==> config.mk <==
export PLATFORM = sky130hd
export DESIGN_NAME = imem_loadable
export DESIGN_NICKNAME = d
export VERILOG_FILES = /design/src/rtl/imem_loadable.sv
export SDC_FILE = /design/constraint.sdc
export NUM_CORES = 2
export LEC_CHECK = 0
export BUFFER_PORTS_ARGS = -buffer_cell sky130_fd_sc_hd__clkbuf_2
export CORE_ASPECT_RATIO = 1.2
export CORE_MARGIN = 10
export CORE_UTILIZATION = 34
export CTS_CLUSTER_DIAMETER = 60
export DETAILED_ROUTE_END_ITERATION = 12
export GPL_ROUTABILITY_DRIVEN = 0
export PLACE_DENSITY_LB_ADDON = 0.05
export SLEW_MARGIN = 10
export SYNTH_ARGS = -nofsm -noshare
export SYNTH_HDL_FRONTEND = slang
export SYNTH_SLANG_ARGS = --single-unit
export TNS_END_PERCENT = 30
==> constraint.sdc <==
create_clock -name clk -period 2.9 [get_ports clk]
set_clock_uncertainty 0.1 [all_clocks]
set_input_delay 0 -clock clk [delete_from_list [all_inputs] [get_ports clk]]
set_output_delay 0 -clock clk [all_outputs]
set_load 0.01 [all_outputs]
==> src/rtl/imem_loadable.sv <==
// ---------------------------------------------------------------------------
// imem_loadable
//   Byte-addressed, big-endian instruction memory with a byte-serial program
//   load port. Fetch is 1-cycle latency and fully pipelined. The load port is
//   run by a two-state FSM (RUN / LOAD).
//
// Optional feature macro: IMEM_BOUNDS_CHECK_EN
//   defined   : out-of-range fetches return NOP_WORD with fetch_fault = 1
//   undefined : addresses and byte lanes wrap modulo DEPTH_BYTES, fault = 0
//
// Ports
//   clk, rst_n        clock, asynchronous active-low reset
//   load_start        pulse: begin load at byte 0 (ignored while loading)
//   load_valid/data   program byte stream
//   load_last         marks the final byte (with load_valid)
//   load_ready, busy  high while in LOAD
//   load_done         one-cycle pulse on load completion
//   fetch_req/addr    word fetch request (byte address)
//   fetch_valid       response to the previous-cycle request
//   instruction       fetched word, mem[idx] in bits 31:24
//   fetch_misalign    fetch_addr[1:0] != 0
//   fetch_fault       out-of-range fetch (bounds-check build only)
// ---------------------------------------------------------------------------
module imem_loadable #(
    parameter int          ADDR_W      = 32,
    parameter int          DEPTH_BYTES = 256,
    parameter logic [31:0] NOP_WORD    = 32'h0000_0000
) (
    input  logic              clk,
    input  logic              rst_n,
    input  logic              load_start,
    input  logic              load_valid,
    input  logic [7:0]        load_data,
    input  logic              load_last,
    output logic              load_ready,
    output logic              load_done,
    output logic              busy,
    input  logic              fetch_req,
    input  logic [ADDR_W-1:0] fetch_addr,
    output logic              fetch_valid,
    output logic [31:0]       instruction,
    output logic              fetch_misalign,
    output logic              fetch_fault
);

    localparam int AW = $clog2(DEPTH_BYTES);

    typedef enum logic {ST_RUN, ST_LOAD} state_t;

    state_t          r_state;
    logic [AW-1:0]   r_ptr;
    logic            r_load_ready;
    logic            r_load_done;
    logic            r_fetch_valid;
    logic [31:0]     r_instr;
    logic            r_misalign;
    logic [7:0]      r_mem [DEPTH_BYTES];

    logic            w_accept;
    logic            w_final;
    logic            w_fetch;
    logic            w_fault;
    logic [AW-1:0]   w_i0, w_i1, w_i2, w_i3;
    logic [31:0]     w_word;

    assign w_accept = (r_state == ST_LOAD) && load_valid;
    // Final byte: explicit last, or the top of the array (no wrap on load).
    assign w_final  = w_accept && (load_last || (r_ptr == AW'(DEPTH_BYTES - 1)));
    // Fetches are only serviced in RUN; requests during LOAD are dropped.
    assign w_fetch  = (r_state == ST_RUN) && fetch_req;

    // Byte lane indices wrap at the array end through AW-bit truncation.
    assign w_i0   = fetch_addr[AW-1:0];
    assign w_i1   = w_i0 + AW'(1);
    assign w_i2   = w_i0 + AW'(2);
    assign w_i3   = w_i0 + AW'(3);
    assign w_word = {r_mem[w_i0], r_mem[w_i1], r_mem[w_i2], r_mem[w_i3]};

`ifdef IMEM_BOUNDS_CHECK_EN
    // Fault on any address bit above the array, or a word running off the end.
    assign w_fault = ((fetch_addr >> AW) != '0) || (w_i0 > AW'(DEPTH_BYTES - 4));

    logic r_fault;
    always_ff @(posedge clk or negedge rst_n) begin
        if (!rst_n)       r_fault <= 1'b0;
        else if (w_fetch) r_fault <= w_fault;
    end
    assign fetch_fault = r_fault;
`else
    logic w_unused_hi;
    assign w_fault     = 1'b0;
    assign w_unused_hi = ^fetch_addr;
    assign fetch_fault = 1'b0;
`endif

    // Load FSM
    always_ff @(posedge clk or negedge rst_n) begin
        if (!rst_n) begin
            r_state      <= ST_RUN;
            r_ptr        <= '0;
            r_load_ready <= 1'b0;
            r_load_done  <= 1'b0;
        end else begin
            r_load_done <= 1'b0;
            case (r_state)
                ST_RUN: begin
                    if (load_start) begin
                        r_state      <= ST_LOAD;
                        r_ptr        <= '0;
                        r_load_ready <= 1'b1;
                    end
                end
                ST_LOAD: begin
                    if (w_final) begin
                        r_state      <= ST_RUN;
                        r_ptr        <= '0;
                        r_load_ready <= 1'b0;
                        r_load_done  <= 1'b1;
                    end else if (w_accept) begin
                        r_ptr <= r_ptr + AW'(1);
                    end
                end
                default: r_state <= ST_RUN;
            endcase
        end
    end

    // Storage is intentionally not reset so a program survives rst_n.
    always_ff @(posedge clk) begin
        if (w_accept) r_mem[r_ptr] <= load_data;
    end

    // Fetch response; data/flags hold when no request is accepted.
    always_ff @(posedge clk or negedge rst_n) begin
        if (!rst_n) begin
            r_fetch_valid <= 1'b0;
            r_instr       <= '0;
            r_misalign    <= 1'b0;
        end else begin
            r_fetch_valid <= w_fetch;
            if (w_fetch) begin
                r_instr    <= w_fault ? NOP_WORD : w_word;
                r_misalign <= |fetch_addr[1:0];
            end
        end
    end

    assign load_ready     = r_load_ready;
    assign busy           = r_load_ready;
    assign load_done      = r_load_done;
    assign fetch_valid    = r_fetch_valid;
    assign instruction    = r_instr;
    assign fetch_misalign = r_misalign;

endmodule

# Yosys cells after proc, flatten, opt, wreduce, memory -nomap -nowiden
# Memories as Yosys holds them, arrays and structs flattened. A register that Yosys moved wholly into a read port is not among the register bits.
# Cells that the tools add are included.
[word_totals]
regBits = 13
latch_bits = 0
ramBits = 2048
rom_bits = 0
in_bits = 46
out_inout_bits = 38
mem_count = 1
[mem_list]
columns = ["name", "depth", "width", "read_ports", "rd_clocked_by_memory_dff", "write_ports", "line_no", "rtl"]
rows = [
  ["r_mem", 256, 8, 4, 4, 1, "57", "logic [7:0] r_mem [DEPTH_BYTES];"],
]
[classes]
add_sub_neg = 4
multipliers = 0
div_mod_pow = 0
order_cmp = 0
eq_ne = 4
shift = 0
mux = 14
bitwise = 1
n_reduce_logical = 11
[ops]
columns = ["op", "n"]
rows = [
  ["$mux W8", 3],
  ["$add A8 B1 Y8 const B", 2],
  ["$add A8 B2 Y8 const B", 2],
  ["$pmux W8 S2", 1],
  ["$eq A8 B8 Y1 const B", 1],
  ["$mux W1", 8],
  ["$logic_not A1 Y1", 4],
  ["$pmux W1 S2", 2],
  ["$reduce_and A2 Y1", 2],
  ["$logic_and A1 B1 Y1", 3],
  ["$ne A3 B1 Y1 const B", 1],
  ["$ne A2 B1 Y1 const B", 1],
  ["$ne A2 B2 Y1 const B", 1],
  ["$reduce_or A2 Y1", 1],
  ["$logic_or A1 B1 Y1", 1],
  ["$not A1 Y1", 1],
]

# Logic depth before layout (Yosys ltp)
[logic_depth]
word_depth = 5
mapped_depth = 20

# Worst setup path before layout
# Ideal clock, no wire load.
[synth_timing]
path_kind = "input to register"
startpoint = "input port fetch_addr[1]"
endpoint = "register r_instr[5], in the netlist instruction[5] (read register of r_mem)"
setup_time_ns = 0.129
t_arrival_ns = 4.009
slack_ns = -1.339
path_stages = 18
path_cell_list = "buf_2 > buf_4 > buf_2 > buf_2 > buf_4 > buf_2 > inv_1 > ha_1 > buf_2 > clkbuf_1 > clkbuf_1 > clkbuf_1 > mux4_2 > mux4_2 > mux2i_1 > o22ai_1 > o32ai_1 > a21oi_1"
[synth_between]
elab_chain_cells = 1
[synth_rtl]
columns = ["item", "line_no", "rtl"]
rows = [
  ["start, declared", "39", "input logic [ADDR_W-1:0] fetch_addr,"],
  ["$add A8 B2 Y8", "76", "assign w_i3 = w_i0 + AW'(3);"],
  ["end, declared", "55", "logic [31:0] r_instr;"],
]
# No other way between the ends.
# A chain may end at the register's enable or synchronous reset.

==> flow_summary.json <==
{
  "hpwl_um": 421700,
  "grt_pass1_wl_um": 787400,
  "cpLargestDelayFamily": "multiplexers",
  "cts_buffer_depth": 4,
  "period_needed_ps": 3024,
  "grt_max_degree": 97,
  "coreArea_mm2": 0.3832,
  "syn_avg_cell_area_um2": 18.61,
  "htree_levels": 5,
  "crit_chain": "buf_4, mux4_2, mux4_2, mux4_2, o22ai_4, buf_6, nor3_1",
  "cp-start-kind": "flop",
  "port_buffers": 58,
  "dieArea_mm2": 0.4097,
  "cp.arrival_ps": 3740,
  "fin_nets": 8456,
  "async_flop_share": 0.02150,
  "holdWs_ps": 97.78,
  "worst_pin_slew_ps": 1138,
  "drc": 0,
  "finalSetupViolations": 10,
  "synth_ff_type": "edfxtp_1",
  "vias": 90225,
  "post-route-period-util": 1.043,
  "antenna_found_initial": 31,
  "post_synth_num_cell_types": 74,
  "dieWidth_um": 586.0,
  "path_class": "reg -> reg",
  "clkLatencyLatePin_ps": 950,
  "required_ps": 3610,
  "cts.clk_slew.worst_paths_ps": 60,
  "worst_path_largest_cell_delay_ps": 630,
  "slew_viol_final": 0,
  "crit_fanout": 3,
  "fmax_mhz": 330.7,
  "numCtsBuffers": 278,
  "place_worst_setup_slack_ps": -999.0,
  "timing.final.ws_setup_ps": -123.9,
  "grt_usage": 0.2793,
  "ys_warn_count": 0,
  "avgViaCountPerCell": 6.601,
  "drv_cap": 0,
  "critPathSlowestCell": "mux4_2",
  "synth-seq-cells": 2093,
  "first_pass_iters": 6,
  "synth_area_leaders": "edfxtp_1 47%, mux4_2 40%, mux2i_1 2.0%, nor2_1 1.0%, nand2_1 0.98%",
  "min_path_type": "in -> reg",
  "relSlewSlack": 0.2415,
  "grt_pass1_vias": 88974,
  "worst-path-buf-inv": 2,
  "vdd_drop_max_uv": 417.5,
  "synth_top_area_frac": 0.4706,
  "synth.largest_area_cell": "edfxtp_1",
  "drt_iter0_drc": 11824,
  "violations": "negative setup slack",
  "synth_area_mm2": 0.1307,
  "initial_utilization": 0.3410,
  "drive_above_1_share": 0.5414,
  "cts.sinks": 2093,
  "p_total_w": 0.08726,
  "status": "finished, violations left",
  "power-per-cell-area_mw_per_mm2": 543.8,
  "r2r_setup_slack_ps": -120,
  "grt-ovfl-total": 0,
  "root_buffer": "clkbuf_16",
  "final-hold-violation-count": 0,
  "wirelength_um": 587200,
  "synth_nets": 7075,
  "antenna_left": 0,
  "crit_top_cell": "mux4_2",
  "p_leak_nw": 53.04,
  "postSynthCellCount": 7021,
  "yosys.cell_count.top_type": "mux4_2",
  "synth-edff-count": 2048,
  "ys_seq_area_frac": 0.4792,
  "ys_top_cells_by_count": "2331 x mux4_2, 2048 x edfxtp_1, 347 x nor2_1",
  "die_h_um": 699.2,
  "core.rowCount": 249,
  "rsz0062_at_grt": "yes",
  "end_kind": "flop",
  "cts_tree": "done",
  "routedWlPerCell_um": 42.96,
  "area_growth_syn_to_layout_pct": 22.77,
  "ios": 84
}
logic make-up after synthesis:
| logic type | synth area share |
|---|---|
| flip-flops | 0.4792 |
| AND/OR/NAND/NOR | 0.03006 |
| XOR/XNOR | 0.001867 |
| other | 0.00002869 |
| adder cells (fa/ha/maj) | 0.0007659 |
| multiplexers | 0.4224 |
| buffers and inverters | 0.03177 |
| AO/OA/AOI/OAI | 0.03393 |
layout by cell type, fill, tap and decap left out, drive strengths merged, types with 96 or more instances in the layout:
master	instances
buf	1755
nor2	347
a21oi	120
edfxtp	2048
a221oi	96
clkbuf	397
mux2i	267
a22oi	107
nand2	342
mux4	2331
per-stage QoR:
step	TNS (ps)	util	instances	cell area, um^2
after global placement	-18860	0.3928	13101	150500
after detailed placement	-19020	0.3928	13101	150500
after global routing	-680.2	0.4185	13645	160400
after CTS	-513.0	0.4181	13634	160200
final	-379.0	0.4187	13668	160400
after floorplan	-3990	-	7021	131300
where the power goes:
group | internal [W] | switching [W] | leakage [nW]
Clock | 0.0211 | 0.0143 | 4.48
Sequential | 0.0335 | 0.000596 | 18.9
Combinational | 0.00760 | 0.0102 | 29.6
Total | 0.0621 | 0.0251 | 53.0
state kept, by name, summed over array words and instances (netlist names):
register,flops
busy,1
fetch_valid,1
instruction,32
r_mem,2048
r_state,1
fetch_misalign,1
load_done,1
r_ptr,8
per-layer routing:
metal	track usage	vias to the layer above	wire, um
met1	0.3531	49257	219600
met3	0.06498	1024	49660
met5	0.005146	-	508
met4	0.1366	12	34460
met2	0.4523	5575	282900
li1	-	34357	-
timing repair:
| item | CTS | global route |
|---|---|---|
| pin swaps | 9 | 10 |
| resized for setup | 34 | 25 |
| setup buffers | 8 | 8 |
| endpoints found under the setup margin | 15 | 21 |
| hold endpoints to repair | 1903 | 0 |
| hold buffers | 27 | 0 |
cell type report:
| type | instances | area (um^2) |
|---|---|---|
| sequential | 2093 | 62630 |
| timing repair buffer | 1833 | 17660 |
| multi-input combinational | 4181 | 64560 |
| tap | 5020 | 6281 |
| inverter | 15 | 58.81 |
| clock inverter | 154 | 1673 |
| clock buffer | 345 | 7515 |
| fill | 33827 | 222800 |
| antenna | 27 | 67.56 |
path summary, 6_finish.rpt:
| kind | end | from | cells after the start |
|---|---|---|---|
| worst min-delay path | r_mem[63][1] | load_data[1] | 2 |
| min in group asynchronous | load_done | rst_n | 5 |
| worst max register to register | instruction[17] | r_mem[85][1] | 7 |
| worst min register to register | instruction[26] | instruction[26] | 2 |
| worst max-delay path | instruction[17] | r_mem[85][1] | 7 |
| max in group asynchronous | instruction[13] | rst_n | 5 |
Power figures use the tool's default switching activity.
